===== src/rtl/uart_cmd_rx.sv =====
// 8N1 UART receiver with a 5-byte command packet parser {A5, CMD, ARG_HI, ARG_LO, SUM}.
// Good packets update cmd/arg with a one-cycle strobe; framing and checksum errors strobe separately.
module uart_cmd_rx #(
  parameter int BAUD_DIV     = 434,
  parameter int TIMEOUT_BITS = 20
) (
  input  logic        clk,
  input  logic        rst,
  input  logic        rx,
  output logic [7:0]  cmd,
  output logic [15:0] arg,
  output logic        cmd_valid,
  output logic        frame_err,
  output logic        chk_err,
  output logic        busy
);

  localparam int CW = $clog2(BAUD_DIV * TIMEOUT_BITS) + 1;
  localparam logic [CW-1:0] ONE       = CW'(1);
  localparam logic [CW-1:0] BIT_LAST  = CW'(BAUD_DIV - 1);
  localparam logic [CW-1:0] HALF_LAST = CW'(BAUD_DIV / 2 - 1);
  localparam logic [CW-1:0] TMO_LAST  = CW'(BAUD_DIV * TIMEOUT_BITS - 1);

  typedef enum logic [1:0] {B_IDLE, B_START, B_DATA, B_STOP} byte_state_e;
  typedef enum logic [2:0] {P_HDR, P_CMD, P_AH, P_AL, P_SUM} parse_state_e;

  byte_state_e  bstate_q;
  parse_state_e pstate_q;
  logic          rx_meta_q, rx_s_q, rx_prev_q;
  logic [CW-1:0] baud_q, tmo_q;
  logic [2:0]    bit_q;
  logic [7:0]    shift_q, cmd_sh_q, ah_q, al_q, cmd_q;
  logic [15:0]   arg_q;
  logic          cmd_valid_q, frame_err_q, chk_err_q;

  logic       start_edge, stop_sample, byte_ok_d, frame_err_d, timeout_d;
  logic [7:0] sum_d;

  // A start edge is only a 1->0 transition, so a held-low line (break) cannot retrigger.
  assign start_edge  = (bstate_q == B_IDLE) && rx_prev_q && !rx_s_q;
  assign stop_sample = (bstate_q == B_STOP) && (baud_q == BIT_LAST);
  assign byte_ok_d   = stop_sample && rx_s_q;
  assign frame_err_d = stop_sample && !rx_s_q;
  assign timeout_d   = (pstate_q != P_HDR) && (tmo_q == TMO_LAST);
  assign sum_d       = cmd_sh_q + ah_q + al_q;

  // NOTE: all sequential state uses non-blocking assignments so every register
  // samples the pre-edge values of the others, independent of statement order.
  always_ff @(posedge clk) begin
    if (rst) begin
      rx_meta_q   <= 1'b1;
      rx_s_q      <= 1'b1;
      rx_prev_q   <= 1'b1;
      bstate_q    <= B_IDLE;
      baud_q      <= '0;
      bit_q       <= '0;
      shift_q     <= '0;
      frame_err_q <= 1'b0;
    end else begin
      rx_meta_q   <= rx;
      rx_s_q      <= rx_meta_q;
      rx_prev_q   <= rx_s_q;
      frame_err_q <= frame_err_d;
      unique case (bstate_q)
        B_IDLE: begin
          baud_q <= '0;
          bit_q  <= '0;
          if (start_edge) bstate_q <= B_START;
        end
        B_START: begin
          if (baud_q == HALF_LAST) begin
            baud_q   <= '0;
            bstate_q <= rx_s_q ? B_IDLE : B_DATA;
          end else begin
            baud_q <= baud_q + ONE;
          end
        end
        B_DATA: begin
          if (baud_q == BIT_LAST) begin
            baud_q  <= '0;
            shift_q <= {rx_s_q, shift_q[7:1]};
            bit_q   <= bit_q + 3'd1;
            if (bit_q == 3'd7) bstate_q <= B_STOP;
          end else begin
            baud_q <= baud_q + ONE;
          end
        end
        B_STOP: begin
          if (baud_q == BIT_LAST) begin
            baud_q   <= '0;
            bstate_q <= B_IDLE;
          end else begin
            baud_q <= baud_q + ONE;
          end
        end
        default: bstate_q <= B_IDLE;
      endcase
    end
  end

  always_ff @(posedge clk) begin
    if (rst) begin
      pstate_q    <= P_HDR;
      tmo_q       <= '0;
      cmd_sh_q    <= '0;
      ah_q        <= '0;
      al_q        <= '0;
      cmd_q       <= '0;
      arg_q       <= '0;
      cmd_valid_q <= 1'b0;
      chk_err_q   <= 1'b0;
    end else begin
      cmd_valid_q <= 1'b0;
      chk_err_q   <= 1'b0;
      if (pstate_q == P_HDR || start_edge) tmo_q <= '0;
      else if (tmo_q != TMO_LAST)          tmo_q <= tmo_q + ONE;

      if (frame_err_d) begin
        pstate_q <= P_HDR;
      end else if (byte_ok_d) begin
        unique case (pstate_q)
          P_HDR: if (shift_q == 8'hA5) pstate_q <= P_CMD;
          P_CMD: begin cmd_sh_q <= shift_q; pstate_q <= P_AH;  end
          P_AH:  begin ah_q     <= shift_q; pstate_q <= P_AL;  end
          P_AL:  begin al_q     <= shift_q; pstate_q <= P_SUM; end
          P_SUM: begin
            if (shift_q == sum_d) begin
              cmd_q       <= cmd_sh_q;
              arg_q       <= {ah_q, al_q};
              cmd_valid_q <= 1'b1;
            end else begin
              chk_err_q <= 1'b1;
            end
            pstate_q <= P_HDR;
          end
          default: pstate_q <= P_HDR;
        endcase
      end else if (timeout_d) begin
        pstate_q <= P_HDR;
      end
    end
  end

  assign cmd       = cmd_q;
  assign arg       = arg_q;
  assign cmd_valid = cmd_valid_q;
  assign frame_err = frame_err_q;
  assign chk_err   = chk_err_q;
  assign busy      = (bstate_q != B_IDLE) || (pstate_q != P_HDR);

endmodule


===== config.mk =====
export PLATFORM = sky130hd
export DESIGN_NAME = uart_cmd_rx
export DESIGN_NICKNAME = d
export VERILOG_FILES = /design/src/rtl/uart_cmd_rx.sv
export SDC_FILE = /design/constraint.sdc
export NUM_CORES = 1
export LEC_CHECK = 0
export CAP_MARGIN = 20
export CORE_MARGIN = 5
export CORE_UTILIZATION = 53
export CTS_BUF_LIST = sky130_fd_sc_hd__clkbuf_2 sky130_fd_sc_hd__clkbuf_4 sky130_fd_sc_hd__clkbuf_8
export DETAILED_ROUTE_END_ITERATION = 8
export HOLD_SLACK_MARGIN = 0.15
export PLACE_DENSITY = 0.8
export SYNTH_ARGS = -nofsm -noshare
export SYNTH_HDL_FRONTEND = slang
export SYNTH_SLANG_ARGS = --single-unit

===== constraint.sdc =====
create_clock -name clk -period 3.18 [get_ports clk]
set_clock_uncertainty 0.15 [all_clocks]
set_input_delay 0.318 -clock clk [delete_from_list [all_inputs] [get_ports clk]]
set_output_delay 0.318 -clock clk [all_outputs]
set_load 0.02 [all_outputs]

==> flow_metrics.py, run 1 <==
metrics = {
    "routing": {
        "maxUsedRoutingLayer": "met4",
        "wl_met2_um": 5050,
        "wl_met1_um": 4500,
        "wirelength_um": 10400,
        "drc": 0,
        "wl_met3_um": 577,
        "vias": 3888,
        "dr.pass1.iters": 5,
        "routedWlPerCell_um": 15.6,
        "ant_nets": 0,
        "vias_per_cell": 5.86,
        "drt_iter0_markers": 190,
    },
    "die": {
        "start_util_pct": 54.0,
        "fp-row-count": 34,
        "ioPinCount": 31,
        "die_w_um": 104,
        "core_mm2": 0.00868,
        "fp.dieH_um": 104,
        "die_area_mm2": 0.0108,
    },
    "cts": {
        "cts_buffers": 9,
        "cts_tree": "built",
        "clock_path_buffers": 2,
        "clk_pin_slew_ps": 100,
        "cts.htree.levels": 3,
        "postCtsHoldBufs": 0,
        "cts.sinks": 100,
        "clkLatencyLatePin_ps": 380,
        "clock-root-buffer": "clkbuf_8",
    },
    "worst_setup_path": {
        "cp.required_ps": 3340,
        "ff2ff_setup_slack_ps": 90,
        "cp_max_fo": 8,
        "end_kind": "flip-flop",
        "worst_setup_path_start_kind": "flip-flop",
        "cp.arrival_ps": 3250,
        "critPathKind": "reg2reg",
    },
    "sta": {
        "setup_viol": 0,
        "timing.fmax_mhz": 323,
        "rsz0062_at_grt": "false",
        "finalCriticalPeriod_ps": 3090,
        "whs_ps": 275,
        "hold_viol": 0,
        "relSlewSlack_pct": 55.4,
        "worst_pin_slew_ps": 669,
        "fin_crit_sh_pct": 97.2,
        "slew_viol_final": 0,
    },
    "synthesis": {
        "yosys.area.top_type": "dfxtp_1",
        "synth-simple-area-share_pct": 23.4,
        "netlist.area_leader.share_pct": 42.7,
        "synth_cell_types": 60,
        "synth_xor_area_share_pct": 7.19,
        "seq_area_frac_synth_pct": 42.7,
        "ys_seq_elements": 100,
        "ys_async_sr_fraction_pct": 0,
        "ys.flop_type": "dfxtp_1",
        "synth_top_family_by_area": "simple AND/OR/NAND/NOR gates",
        "synth_edf_count": 0,
        "synth_fa_ha_area_share_pct": 6.63,
        "synth.top_cells.by_area": "dfxtp_1, a21oi_1, nand2_1, nor2_1, nand4_1",
        "avgSynthCellArea_um2": 8.87,
        "netlist_instances": 528,
        "synth-compound-area-share_pct": 13.9,
        "synth_area_mm2": 0.00468,
        "ys_warn_count": 0,
        "muxShareOfSynthArea_pct": 1.95,
        "synth_fp_nets": 551,
    },
    "global_route": {
        "antenna_found_initial": 0,
        "grt_start_max_net_pins": 68,
        "grt.total_usage_pct": 18.8,
        "grt_pass1_wl_um": 17100,
        "grt-ovfl-total": 0,
        "grt_pass1_vias": 3595,
    },
    "placed_design": {
        "gp_congestion": 0.877,
        "port_buffers": 30,
        "dp_hpwl_um": 6910,
    },
    "run": {
        "maxCapViolations": 0,
    },
    "pwr": {
        "p_per_area_mw_per_mm2": 390,
        "p_leak_nw": 1.91,
        "vdd_drop_max_uv": 197,
    },
    "finish": {
        "drive_above_1_share_pct": 9.01,
        "finalNetCount": 574,
        "synthToLayoutAreaGrowth_pct": 12.3,
        "antenna_cells": 0,
        "fin_util_pct": 60.6,
        "n_fill_cell": 753,
    },
    "outcome": {
        "status": "complete, no violations",
    },
    "worst_hold_path": {
        "hp-class": "reg2reg",
    },
}
## registers in the layout, indices dropped and copies added (netlist names), 8 cells and up, named ones only
register  count
ah_q          8
al_q          8
arg          16
baud_q       15
cmd           8
cmd_sh_q      8
shift_q       8
tmo_q        15
## Yosys cell counts (all sizes together), types with 2 or more instances
cell	n
buf	16
nor3b	2
and2	2
nor4	5
fa	8
xor2	20
nand3	12
or4bb	2
a21oi	60
nor2	53
nand3b	2
o21a	3
o21ai	31
inv	8
a21o	3
xnor2	15
a22oi	2
mux2i	8
nand4	32
nor3	9
dfxtp	100
ha	12
nand4b	2
and3	6
or2	4
clkbuf	13
or3	3
nand2	73
a211oi	3
## cell families after synthesis
| family | Yosys count |
|---|---|
| mux | 9 |
| xor+xnor | 36 |
| buf+inv | 37 |
| flops | 100 |
| fa+ha+maj | 20 |
| simple gates | 214 |
| compound gates | 112 |
## layout make-up
cell class | instances | area, um^2 | share of cell area, %
clock buffer | 9 | 124 | 2.35
clock inverter | 6 | 57.6 | 1.09
inverter | 8 | 30.0 | 0.571
multi-input combinational | 392 | 2520 | 48.0
sequential | 100 | 2000 | 38.1
tap | 108 | 135 | 2.57
timing repair buffer | 40 | 387 | 7.35
## critical path: stages, from the launching register on
cell      delay, ps
dfxtp_1         340
fa_1            480
ha_1            250
fa_2            380
xnor2_2         150
xnor2_1         160
nor4_4          370
o2111a_4        340
buf_12          130
nand4_1         110
a21oi_1         160
## layout by cell type, fill, tap and decap left out, types with 6 or more instances in the layout
cell             count
nand3_1             12
dfxtp_1             99
buf_4                8
and3_1               6
o21ai_0             13
clkdlybuf4s50_1     29
nand2_1             73
nand4_1             31
clkbuf_8             9
xor2_1              20
mux2i_1              8
xnor2_1             13
ha_1                12
a21oi_1             59
nor3_1               7
o21ai_1             18
inv_1                8
nor2_1              52
fa_1                 7
## final timing paths
kind / start / end / depth (start not counted)
setup / recovery: cmd_sh_q[1] / cmd[7] / 10
hold / removal: rx_meta_q / rx_s_q / 1
setup reg to reg: cmd_sh_q[1] / cmd[7] / 10
hold reg to reg: rx_meta_q / rx_s_q / 1
## power by group
group          internal (mW)  switching (mW)  total, mW
logic                0.00750          0.0214     0.0289
clock network          0.298           0.469      0.767
registers               1.25         0.00313       1.26
total                   1.56           0.494       2.05
## layer usage
layer	vias up	global-route usage, %
met5	-	0
met4	0	7.03
met3	21	3.66
met2	127	31.0
met1	1837	24.4
li1	1903	-
## timing repair
action                                  CTS  global route
buffers inserted                          0             1
gates cloned                              1             0
endpoints found under the setup margin   11             9
gates resized for setup                   1             7
pin swaps                                 2             3
## per-stage QoR
step                total power, mW  setup slack, ps  setup TNS, ps  area [um^2]  cells
floorplan                      1.31              186              0         4680    528
global placement               1.31             77.7              0         5020    646
detailed placement             1.31            -37.9          -65.7         5020    646
CTS                            2.07              104              0         5220    662
global route                   2.12             11.0              0         5260    663
finish                         2.05             88.1              0         5260    663
Power figures use the tool's default switching activity.
==> run 2, diff against run 1 <==
Settings changed: ABC_CLOCK_PERIOD_IN_PS from default to 3180.
==> results of run 2 <==
The final DEF is identical to that of run 1; final timing and power are the same.
